==> src/rtl/int_ctrl.sv <==
//------------------------------------------------------------------------------
// int_ctrl
// Interrupt controller between NSRC edge-triggered device lines and a CPU
// exposing HWInt[7:2]. Latches rising edges into PEND, arbitrates among
// unmasked pending sources and runs a REQ/SERVICE handshake with the CPU
// (ack = interrupt taken, eoi = handler finished). No nesting.
//
// Optional feature: define INT_CTRL_RR_PRIO_EN for round-robin selection
// (search starts at rr_ptr). Default build uses fixed priority, index 0
// highest.
//
// Ports:
//   clk      in   clock, rising edge
//   reset    in   asynchronous, active-low reset
//   dev_irq  in   device request lines, rising-edge triggered
//   ack      in   one-cycle pulse, CPU took the interrupt
//   eoi      in   one-cycle pulse, handler finished
//   we       in   bridge write strobe
//   addr     in   bridge word select: 0 MASK, 1 PEND (W1C), 2 STATUS, 3 SWSET
//   wd       in   bridge write data
//   rd       out  bridge read data, combinational from addr
//   HWInt    out  registered one-hot request to the CPU
//   irq_id   out  registered index being requested/serviced, 7 when none
//
// Revision: 1.0 - initial release
//------------------------------------------------------------------------------
`default_nettype none

module int_ctrl #(
    parameter int NSRC = 6
) (
    input  logic            clk,
    input  logic            reset,
    input  logic [NSRC-1:0] dev_irq,
    input  logic            ack,
    input  logic            eoi,
    input  logic            we,
    input  logic [1:0]      addr,
    input  logic [31:0]     wd,
    output logic [31:0]     rd,
    output logic [NSRC-1:0] HWInt,
    output logic [2:0]      irq_id
);

    localparam logic [1:0] IDLE    = 2'd0;
    localparam logic [1:0] REQ     = 2'd1;
    localparam logic [1:0] SERVICE = 2'd2;
    localparam logic [2:0] NO_IRQ  = 3'd7;

    logic [NSRC-1:0] mask;
    logic [NSRC-1:0] pend;
    logic [NSRC-1:0] prev;
    logic [1:0]      state;
    // Low for the first edge after reset so a line already high at reset
    // release is absorbed into prev instead of being seen as an edge.
    logic            edge_en;
`ifdef INT_CTRL_RR_PRIO_EN
    logic [2:0]      rr_ptr;
`endif

    logic [NSRC-1:0] req;
    logic [NSRC-1:0] edges;
    logic [NSRC-1:0] pend_clr;
    logic [NSRC-1:0] pend_sw;
    logic [NSRC-1:0] pend_next;
    logic [NSRC-1:0] win_oh;
    logic [NSRC-1:0] cur_oh;
    logic [2:0]      win_id;
    logic            ack_take;
    logic            cur_live;
    logic            unused_wd;

    assign unused_wd = ^wd[31:NSRC];

    assign req      = pend & mask;
    assign edges    = dev_irq & ~prev & {NSRC{edge_en}};
    assign pend_clr = (we && addr == 2'd1) ? wd[NSRC-1:0] : '0;
    assign pend_sw  = (we && addr == 2'd3) ? wd[NSRC-1:0] : '0;
    assign ack_take = (state == REQ) && ack;

    // A new edge (or software set) always wins over a clear in the same cycle.
    assign pend_next = (pend & ~pend_clr & ~(ack_take ? cur_oh : '0)) | edges | pend_sw;

    // Winner select: iterate from lowest priority to highest so the last hit
    // assigned is the winner.
    always_comb begin
        win_id = NO_IRQ;
`ifdef INT_CTRL_RR_PRIO_EN
        begin
            int         k;
            logic [2:0] idx;
            k   = 0;
            idx = 3'd0;
            for (int i = NSRC - 1; i >= 0; i--) begin
                k = int'(rr_ptr) + i;
                if (k >= NSRC) k = k - NSRC;
                idx = 3'(k);
                if (req[idx]) win_id = idx;
            end
        end
`else
        for (int i = NSRC - 1; i >= 0; i--) begin
            if (req[i]) win_id = 3'(i);
        end
`endif
    end

    always_comb begin
        win_oh = '0;
        cur_oh = '0;
        for (int i = 0; i < NSRC; i++) begin
            win_oh[i] = (win_id == 3'(i));
            cur_oh[i] = (irq_id == 3'(i));
        end
    end

    // Request stays valid only while the selected source is pending and unmasked.
    assign cur_live = |(pend & mask & cur_oh);

    always_ff @(posedge clk or negedge reset) begin
        if (!reset) begin
            mask    <= '0;
            pend    <= '0;
            prev    <= '0;
            state   <= IDLE;
            HWInt   <= '0;
            irq_id  <= NO_IRQ;
            edge_en <= 1'b0;
`ifdef INT_CTRL_RR_PRIO_EN
            rr_ptr  <= 3'd0;
`endif
        end else begin
            prev    <= dev_irq;
            edge_en <= 1'b1;
            pend    <= pend_next;
            if (we && addr == 2'd0) mask <= wd[NSRC-1:0];

            case (state)
                IDLE: begin
                    if (|req) begin
                        state  <= REQ;
                        irq_id <= win_id;
                        HWInt  <= win_oh;
                    end
                end
                REQ: begin
                    if (ack) begin
                        state <= SERVICE;
                        HWInt <= '0;
`ifdef INT_CTRL_RR_PRIO_EN
                        rr_ptr <= (irq_id == 3'(NSRC - 1)) ? 3'd0 : irq_id + 3'd1;
`endif
                    end else if (!cur_live) begin
                        state  <= IDLE;
                        HWInt  <= '0;
                        irq_id <= NO_IRQ;
                    end
                end
                SERVICE: begin
                    if (eoi) begin
                        state  <= IDLE;
                        irq_id <= NO_IRQ;
                    end
                end
                default: begin
                    state  <= IDLE;
                    HWInt  <= '0;
                    irq_id <= NO_IRQ;
                end
            endcase
        end
    end

    always_comb begin
        rd = 32'd0;
        case (addr)
            2'd0:    rd = {{(32 - NSRC){1'b0}}, mask};
            2'd1:    rd = {{(32 - NSRC){1'b0}}, pend};
            2'd2:    rd = {27'd0, irq_id, state};
            default: rd = 32'd0;
        endcase
    end

endmodule

`default_nettype wire

==> config.mk <==
export PLATFORM = sky130hd
export DESIGN_NAME = int_ctrl
export DESIGN_NICKNAME = d
export VERILOG_FILES = /design/src/rtl/int_ctrl.sv
export SDC_FILE = /design/constraint.sdc
export NUM_CORES = 1
export LEC_CHECK = 0
export CAP_MARGIN = 0
export CORE_UTILIZATION = 40
export DETAILED_ROUTE_END_ITERATION = 16
export PLACE_DENSITY = 0.89
export SYNTH_ARGS = -nofsm -noshare
export SYNTH_HDL_FRONTEND = slang
export SYNTH_SLANG_ARGS = --single-unit
==> constraint.sdc <==
create_clock -name clk -period 1.95 [get_ports clk]
set_input_delay 0.39 -clock clk [delete_from_list [all_inputs] [get_ports clk]]
set_output_delay 0.39 -clock clk [all_outputs]
set_load 0.01 [all_outputs]
Yosys cells after proc, flatten, opt, wreduce, memory -nomap -nowiden --
Index checks and enable logic that the tools add are counted.
Storage, ports and cells: flip-flop bits (word level) 30, input bits 45, output and inout port bits 41, word-level logic and storage cells 76
Cells by class: eq/ne operators 20, multiplexer cells 24, bitwise gates (word level) 12, reductions and logical operators 13
Operators by type and width (number):
- $and A6 B6 Y6 | 6
- $mux W6 | 6
- $pmux W6 S3 | 2
- $mux W3 | 8
- $not A6 Y6 | 3
- $eq A3 B2 Y1 const B | 4
- $eq A3 B3 Y1 const B | 4
- $mux W2 | 6
- $or A6 B6 Y6 | 2
- $reduce_or A6 Y1 | 2
- $pmux W3 S3 | 1
- $ne A2 B2 Y1 const B | 4
- $eq A2 B2 Y1 const B | 3
- $eq A3 B1 Y1 const B | 2
- $logic_not A3 Y1 | 2
- $pmux W2 S3 | 1
- $reduce_and A3 Y1 | 2
- $eq A2 B1 Y1 const B | 2
- $logic_and A1 B1 Y1 | 4
- $logic_not A2 Y1 | 2
- $reduce_and A4 Y1 | 1
- $ne A3 B3 Y1 const B | 1
- $not A1 Y1 | 1

Longest topological paths before layout --
depth in word-level cells 10, mapped depth 6, gate-level depth less buffers 5

Least setup slack after synthesis --
Ideal clock, no wire load.
path kind register to register, start point register irq_id[1], end point register HWInt[4], library setup time 0.121 ns, data arrival time 1.463 ns, data required time 1.829 ns, setup slack 0.366 ns, stages on the path, launching flop included 7, buffers on the path 1, cell sequence dfstp_2 buf_4 nand4b_1 o22ai_1 o31ai_2 o21ai_2 a22o_1
Between the ends: word-level cells in the longest chain between the ends 5, elaborated cells between the ends (all ways) 10, classes of those cells eq/ne: 6; bitwise: 1; reduce/logical: 3
RTL lines:
- start: declaration | RTL line 42 | output logic [2:0] irq_id
- start signal: assignment | RTL line 142 | irq_id <= win_id;
- $eq A3 B1 Y1, or another cell as far along | RTL line 113 | cur_oh[i] = (irq_id == 3'(i));
- $and A6 B6 Y6 (*) | RTL line 118 | assign cur_live = |(pend & mask & cur_oh);
- $reduce_or A6 Y1 (*) | RTL line 118
- $ne A3 B3 Y1 (no line) (*)
- $reduce_and A3 Y1 (no line) (*)
- end signal: assignment | RTL line 143 | HWInt <= win_oh;
- end: declaration | RTL line 41 | output logic [NSRC-1:0] HWInt,
Every way passes the cells marked *; elsewhere a longest branch is shown, timed or not. A chain may end at the register's enable or synchronous reset.

Final worst setup path --
start point register irq_id[1], end point output irq_id[1]
No word-level cell between the ends.

==> flow_metrics.env <==
export IMPL_status="finished clean"
export IMPL_diodes=0
export IMPL_place_gp_congestion=0.860
export IMPL_cts_root_buf="clkbuf_8"
export IMPL_coreArea_sq_um=4120
export IMPL_grt_max_degree=31
export IMPL_finalMaxSlewViolations=0
export IMPL_grt_pass1_vias=1354
export IMPL_detail_route_wirelength_mm=3.78
export IMPL_numCtsBuffers=5
export IMPL_critPathRequiredTime_ns=1.56
export IMPL_cts_tree="yes"
export IMPL_drt_initial_drc_count=99
export IMPL_drive_gt1_frac=0.170
export IMPL_worstPathBufferInverterCount=1
export IMPL_wl_per_cell_um=13.8
export IMPL_dr_pass1_iters=4
export IMPL_setup_viol=0
export IMPL_power_share_sequential=0.392
export IMPL_finClkSkew_ns=0.00197
export IMPL_crit_slowest_cell="dfstp_2"
export IMPL_die_y_um=68.2
export IMPL_routed_via_density=5.19
export IMPL_post_route_period_util=0.958
export IMPL_fillers=400
export IMPL_via_count=1418
export IMPL_worstPathArrival_ns=1.48
export IMPL_ant_nets=0
export IMPL_clk_path_buf_depth=2
export IMPL_max_stage_delay_ns=0.63
export IMPL_rrSetupSlack_ns=0.15
export IMPL_cts_reportedPaths_clkPinSlew_ns=0.06
export IMPL_syn_cell_area_sq_um=1750
export IMPL_netlist_instances=181
export IMPL_crit_family="flip-flops"
export IMPL_syn_to_final_growth_pct=24.2
export IMPL_timing_hold_ws_ns=0.456
export IMPL_insertion_delay_ns=0.28
export IMPL_worst_hold_startpoint="prev[4]$_DFF_PN0_"
export IMPL_pwr_share_comb=0.384
export IMPL_r2r_end="HWInt[4]$_DFFE_PN0P_"
export IMPL_internal_power_mw=1.66
export IMPL_fmax_mhz=535
export IMPL_r2r_start="irq_id[2]$_DFFE_PN1P_"
export IMPL_ys_types=40
export IMPL_critical_path_endpoint="irq_id[1]"
export IMPL_p_sw_uw=948
export IMPL_std_cell_rows=23
export IMPL_synth_warnings=0
export IMPL_grt_usage=0.191
export IMPL_finalSetupTns_ns=0
export IMPL_cp_startpoint="irq_id[1]$_DFFE_PN1P_"
export IMPL_power_density_nw_per_um2=1200
export IMPL_fin_crit_ns=1.87
export IMPL_seq_area_frac_synth=0.430
export IMPL_nets=267
export IMPL_criticalPathCategory="flop to primary output"
export IMPL_cellLeakagePower_nw=0.986
export IMPL_grt_pass1_wl_mm=6.28
export IMPL_hold_viol=0
export IMPL_ys_top_cells_by_area="dfrtp_1 39%, buf_4 12%, nand2_1 5.4%"
export IMPL_hold_buffers=0
export IMPL_irDropWorstVdd_mv=0.536
export IMPL_layout_common_cells="27 x dfrtp_1, 27 x conb_1, 26 x clkdlybuf4s50_1"
export IMPL_yosys_register_bits=30
export IMPL_dieArea_sq_um=4650
export IMPL_initial_core_util=0.426
export IMPL_switching_share=0.363
export IMPL_synth_top_area_cell="dfrtp_1"
export IMPL_dp_hpwl_mm=2.74
export IMPL_endpoint_kind="primary output"
export IMPL_r2r_cells=6
export IMPL_worst_setup_path_start_kind="flop"
export IMPL_cp_depth=1
export IMPL_clock_sinks=30
export IMPL_drc=0
export IMPL_pwr_share_clk=0.224
export IMPL_crit_path_max_fanout=11
export IMPL_antenna_found_initial=0
export IMPL_utilization=0.529
export IMPL_pin_count=86
export IMPL_total_power_mw=2.61
export IMPL_hold_path_class="flop to flop"
export IMPL_htree_num_levels=2
export IMPL_io_buffers=33
export IMPL_die_w_um=68.2
export IMPL_maxCapViolations=0
export IMPL_cp_cell_sequence="clkdlybuf4s50_1"
export IMPL_grt_remaining_overflow=0
export IMPL_synthDominantCellAreaShare=0.385
export IMPL_rsz0062_at_grt="false"
export IMPL_syn_area_per_cell_sq_um=9.68
power by group through the flow:
stage | combinational [mW] | sequential [mW] | clock, mW
CTS | 0.916 | 1.06 | 0.599
global route | 1.11 | 1.06 | 0.639
detailed placement | 0.925 | 1.07 | 0
finish | 1.00 | 1.02 | 0.584
floorplan | 0.683 | 0.968 | 0
global placement | 0.901 | 1.06 | 0
state kept, by name (all words and copies together) (netlist names):
register	cells
HWInt	6
mask	6
pend	6
prev	6
irq_id	3
state	2
edge_en	1
area by class of cell:
cell class | instances | area [sq um] | share of cell area
Tap cell | 50 | 62.6 | 0.0287
Clock buffer | 8 | 110 | 0.0506
Timing Repair Buffer | 42 | 395 | 0.182
Sequential cell | 30 | 754 | 0.347
Inverter | 7 | 26.3 | 0.0121
Multi-Input combinational cell | 136 | 828 | 0.380
through the flow:
| step | instances | worst slack (ns) | area, sq um |
|---|---|---|---|
| 2_1_floorplan | 206 | 0.366 | 1850 |
| 3_3_place_gp | 263 | -0.365 | 2060 |
| 3_5_place_dp | 263 | -0.416 | 2060 |
| 4_1_cts | 271 | 0.00702 | 2170 |
| 5_1_grt | 273 | 0.00822 | 2180 |
| 6_report | 273 | 0.0812 | 2180 |
routing by layer:
layer,global-route usage,share of wire
met1,0.244,0.44
met2,0.298,0.46
met3,0.0550,0.072
met4,0.0859,0.023
met5,0,0
synth_stat cells:
cell type / count
o21ai_0: 9
nand3_1: 5
nor2b_1: 1
nor2_1: 8
mux2_2: 6
a22oi_1: 1
o2bb2ai_1: 4
clkbuf_1: 2
o211ai_1: 3
and3_1: 1
nand2_1: 25
a31oi_1: 1
nor3b_2: 1
dfstp_2: 3
buf_2: 1
dfrtp_1: 27
buf_4: 29
mux2i_1: 7
or2_2: 1
o31ai_2: 1
nor4_1: 3
a211oi_2: 1
and3b_1: 2
a221o_1: 2
buf_6: 1
a22oi_4: 1
inv_1: 7
o21ai_2: 1
nand2b_1: 2
and4b_1: 1
a21oi_1: 5
nor3_1: 1
o22ai_1: 3
nand3b_1: 3
nand4b_1: 3
and2_1: 1
a32oi_1: 3
a22o_1: 2
conb_1: 2
a21o_1: 1
worst min path at each step:
stage                                end  slack [ns]  depth (start not counted)
floorplan           HWInt[0]$_DFFE_PN0P_        0.09                          0
global placement       pend[4]$_DFF_PN0_        0.44                          1
detailed placement     pend[4]$_DFF_PN0_        0.45                          1
CTS                    pend[4]$_DFF_PN0_        0.46                          1
global route           pend[4]$_DFF_PN0_        0.49                          1
finish                 pend[4]$_DFF_PN0_        0.46                          1
cells by family (layout without fill, tap and decap cells):
| group | Yosys count | in the layout | synth area share |
|---|---|---|---|
| AOI/OAI and AO/OA | 38 | 38 | 0.163 |
| DFF | 30 | 30 | 0.430 |
| buffers and inverters | 40 | 57 | 0.153 |
| muxes | 13 | 13 | 0.0785 |
| other | 2 | 27 | 0.00428 |
| and+or+nand+nor | 58 | 58 | 0.171 |
what timing repair did:
| item | CTS | global route |
|---|---|---|
| gates resized for setup | 17 | 8 |
| setup buffers | 0 | 2 |
| setup endpoints to repair | 6 | 6 |
No activity file was read; power rests on OpenSTA's default activity.
